$ cat src/rtl/multiplier32_seq.sv
// Sequential 32x32 -> 64 unsigned shift-and-add multiplier with start/busy/done handshake and abort.
// Latency: start accepted at E0, 32 EXEC edges, done pulses for one cycle after E32 (one product per 33 cycles).
// Backpressure: none; start is ignored while busy, abort cancels an in-flight multiply without a done pulse.
module multiplier32_seq (
    input  logic        clk,
    input  logic        reset_n,
    input  logic        start,
    input  logic [31:0] op_a,
    input  logic [31:0] op_b,
    input  logic        abort,
    output logic        busy,
    output logic        done,
    output logic [63:0] result
);

    typedef enum logic [1:0] {
        ST_IDLE = 2'd0,
        ST_EXEC = 2'd1,
        ST_DONE = 2'd2
    } state_t;

    state_t      state_q, state_d;
    logic [31:0] mcand_q, mcand_d;
    logic [64:0] acc_q, acc_d;
    logic [5:0]  cnt_q, cnt_d;
    logic [63:0] result_q, result_d;

    logic [32:0] sum;
    logic [64:0] acc_shift;

    // acc_q[64] is always zero between steps, so folding it into the add is harmless.
    always_comb begin
        sum       = acc_q[64:32] + (acc_q[0] ? {1'b0, mcand_q} : 33'd0);
        acc_shift = {sum, acc_q[31:0]} >> 1;
    end

    always_comb begin
        state_d  = state_q;
        mcand_d  = mcand_q;
        acc_d    = acc_q;
        cnt_d    = cnt_q;
        result_d = result_q;

        case (state_q)
            ST_IDLE: begin
                if (start) begin
                    mcand_d = op_a;
                    acc_d   = {33'd0, op_b};
                    cnt_d   = 6'd0;
                    state_d = ST_EXEC;
                end
            end
            ST_EXEC: begin
                if (abort) begin
                    state_d = ST_IDLE;
                end else begin
                    acc_d = acc_shift;
                    cnt_d = cnt_q + 6'd1;
                    if (cnt_q == 6'd31) begin
                        result_d = acc_shift[63:0];
                        state_d  = ST_DONE;
                    end
                end
            end
            ST_DONE: begin
                // Accepting start here gives back-to-back operation.
                if (start) begin
                    mcand_d = op_a;
                    acc_d   = {33'd0, op_b};
                    cnt_d   = 6'd0;
                    state_d = ST_EXEC;
                end else begin
                    state_d = ST_IDLE;
                end
            end
            default: begin
                state_d = ST_IDLE;
            end
        endcase
    end

    always_ff @(posedge clk or negedge reset_n) begin
        if (!reset_n) begin
            state_q  <= ST_IDLE;
            mcand_q  <= 32'd0;
            acc_q    <= 65'd0;
            cnt_q    <= 6'd0;
            result_q <= 64'd0;
        end else begin
            state_q  <= state_d;
            mcand_q  <= mcand_d;
            acc_q    <= acc_d;
            cnt_q    <= cnt_d;
            result_q <= result_d;
        end
    end

    assign busy   = (state_q == ST_EXEC);
    assign done   = (state_q == ST_DONE);
    assign result = result_q;

endmodule

$ cat config.mk
export PLATFORM = sky130hd
export DESIGN_NAME = multiplier32_seq
export DESIGN_NICKNAME = d
export VERILOG_FILES = /design/src/rtl/multiplier32_seq.sv
export SDC_FILE = /design/constraint.sdc
export NUM_CORES = 1
export LEC_CHECK = 0
export BUFFER_PORTS_ARGS = -buffer_cell sky130_fd_sc_hd__buf_2
export CORE_MARGIN = 1
export CORE_UTILIZATION = 62
export DETAILED_ROUTE_END_ITERATION = 12
export PLACE_DENSITY = 0.93
export SLEW_MARGIN = 20
export SYNTH_ARGS = -nofsm -noshare
export SYNTH_HDL_FRONTEND = slang
export SYNTH_SLANG_ARGS = --single-unit
$ cat constraint.sdc
create_clock -name clk -period 4.7 [get_ports clk]
set_input_delay 0.47 -clock clk [delete_from_list [all_inputs] [get_ports clk]]
set_output_delay 0.47 -clock clk [all_outputs]
set_load 0.01 [all_outputs]
==> out/results.ini <==
[setup_path]
critPathKind=flop to flop
cp_max_fo=33
worst_setup_path_start_kind=flop
endpoint_kind=flop
critPathRequiredTime_ns=5.01
arrival_ns=3.71

[timing]
max-slew-margin-rel_pct=32.96
tns_ns=0
worstMarginPinSlew_ns=1.006
hold_ws_ns=0.1566
final_hold_viol_count=0
rsz0062_at_grt=false
maxSlewViolCount=0
min_period_ns=3.403
finalClockSkew_ns=0.01032
fin_crit_sh_pct=72.40
max_freq_ghz=0.2939
setup_viol=0
timing.final.ws_setup_ns=1.297

[layout]
fin_area_sq_um=9888
layout.area.seq_sq_um=4205
drive_above_1_share_pct=16.82
fin_nets=1177
final_core_utilization_pct=74.08
antennaDiodeCount=0
fill_cells=977
area_delta_synth_final_pct=15.74
multi_input_area_sq_um=4109
final_cells=1264

[drt]
drtIter0Drc=567
firstDrtPassIters=5
drc=0
antenna_left=0
vias_per_cell=5.805
wl_per_cell_microns=16.11
vias=7337
drt-total-wl_mm=20.37

[yosys]
avgSynthCellArea_sq_um=8.780
ys_warn_count=0
ys.flop_type=dfrtp_1
syn_inst=973
ys_seq_area_share_pct=49.21
async_flop_share_pct=100.0
synthesis.area_sq_um=8543
ys_ff_latch=168
synth_edf_count=0
synth_cell_types=50
syn_nets=1075

[die]
die-area_sq_um=14250
boundaryPins=134
fp.dieW_microns=119.4
core.rowCount=42
core_area_sq_um=13350
die_h_microns=119.4
start_util_pct=64.00

[clock_tree]
cts_tree=built
root_buffer=clkbuf_16
numCtsBuffers=17
insertion_delay_ns=0.43
cts.htree.levels=4
cts.sinks=168
cts_hold_buf=0
ctsResizeCount=0
path_clk_slew_ns=0.07
post-cts-setup-buffer-count=0
cts_buffer_depth=2

[placed_design]
placed_cell_area_sq_um=9293
dp.cells=1231
detailedPlace.worstSlack_ns=1.344
dp_hpwl_mm=13.39
routabilityCongestion=0.9183
io_buffers=133

[global_route]
grt_max_degree=169
grt_pass1_vias=7116
grtUsageTotal_pct=29.84
grt_antenna_before_repair=0
grt-ovfl-total=0
grt_pass1_wl_mm=33.64

[power_and_ir_drop]
p_per_area_nw_per_um2=442.8
ir_drop_uv=407.4
power_mw=4.378
leakage_nw=5.172

[hold_path]
worstHoldPathType=input port to async pin

[job]
drv_cap=0

[outcome]
run_status=completed

-- worst max-delay path: stages (launching register included) --
cell and delay, ns:
dfrtp_1 0.92, and2_1 0.24, ha_1 0.30, a21oi_1 0.24
o21ai_0 0.17, or4_1 0.45, o21ai_1 0.32, o21ai_1 0.17
xor2_1 0.19, mux2_2 0.29
-- layout make-up --
class	instances	area share (%)
multi-input combinational	739	41.55
tap	176	2.227
timing repair buffer	140	7.655
inverter	9	0.3416
sequential	168	42.53
clock inverter	13	1.215
clock buffer	19	4.479
-- power by group --
group          total [mW]  switching, mW  internal (mW)
sequential           1.88          0.192           1.69
clock                1.34          0.591          0.747
combinational        1.16          0.722          0.442
-- logic make-up (layout without fill, tap and decap cells) --
group | count (synthesis) | after routing | share of synthesized area [%]
buffers and inverters | 66 | 181 | 2.958
AOI/OAI and AO/OA | 196 | 196 | 13.08
muxes | 37 | 37 | 4.379
and+or+nand+nor | 439 | 439 | 21.92
DFF | 168 | 168 | 49.21
adders and majority gates | 34 | 34 | 5.067
xor gates and xnor gates | 33 | 33 | 3.383
-- cells in the mapped netlist (9+ instances only) --
master,count,area share (%)
nand4_1,15,1.1
mux2i_1,34,4.0
and2_1,36,2.6
a21oi_1,39,2.3
o21ai_0,72,4.2
ha_1,33,4.8
dfrtp_1,168,49
xnor2_1,18,1.8
nand2_1,303,13
nor2_1,30,1.3
xor2_1,15,1.5
nand3_1,29,1.7
nor3_1,9,0.53
clkbuf_1,48,2.1
o21ai_1,38,2.2
-- flip-flops by register name, summed over array words and instances (netlist names) --
name     cells
mcand_q     32
acc_q       64
cnt_q        6
result      64
state_q      2
-- cells in the final DEF (no fill, tap or decap), types with 2 or more instances in the layout --
master	synthesis	layout
nor3_1	9	9
o21ai_0	72	72
nand2_1	303	303
a21oi_1	39	39
o2111ai_1	3	3
a21o_1	8	8
o22ai_1	2	2
nor2b_1	3	2
o21ai_1	38	38
mux2i_1	34	34
xor2_1	15	15
xnor2_1	18	18
nand2b_1	5	4
o211ai_1	5	5
mux2_2	3	3
inv_1	8	8
o21bai_1	4	4
a31oi_1	5	5
clkinvlp_4	0	5
nor2_1	30	29
a211o_1	3	3
a31o_1	2	2
and2_1	36	36
buf_4	0	5
dfrtp_1	168	167
ha_1	33	33
clkbuf_16	0	17
inv_6	0	2
a22o_1	3	3
nand3_1	29	28
buf_2	4	132
and2b_1	2	2
clkinv_2	0	3
nand4_1	15	15
o21a_1	2	2
or4_1	2	2
-- path summary, 6_finish.rpt --
kind	from	endpoint	slack (ns)	cells after the start
max	acc_q[0]$_DFFE_PN0P_	result[56]$_DFFE_PN0P_	1.30	9
min	reset_n	mcand_q[10]$_DFFE_PN0P_	0.16	2
min in group clk	op_a[10]	mcand_q[10]$_DFFE_PN0P_	0.23	3
min reg2reg	result[4]$_DFFE_PN0P_	result[4]$_DFFE_PN0P_	0.46	2
max in group asynchronous	reset_n	state_q[0]$_DFFE_PN0P_	3.84	2
max reg2reg	acc_q[0]$_DFFE_PN0P_	result[56]$_DFFE_PN0P_	1.30	9
-- metal layers --
layer  vias to the layer above  track usage [%]  wire length [microns]
li1                       3479                -                      -
met3                        52            5.843                   1316
met1                      3509            39.98                   8681
met5                         -                0                      0
met4                         0            11.33                    618
met2                       297            48.26                   9752
Power figures use the tool's default switching activity.
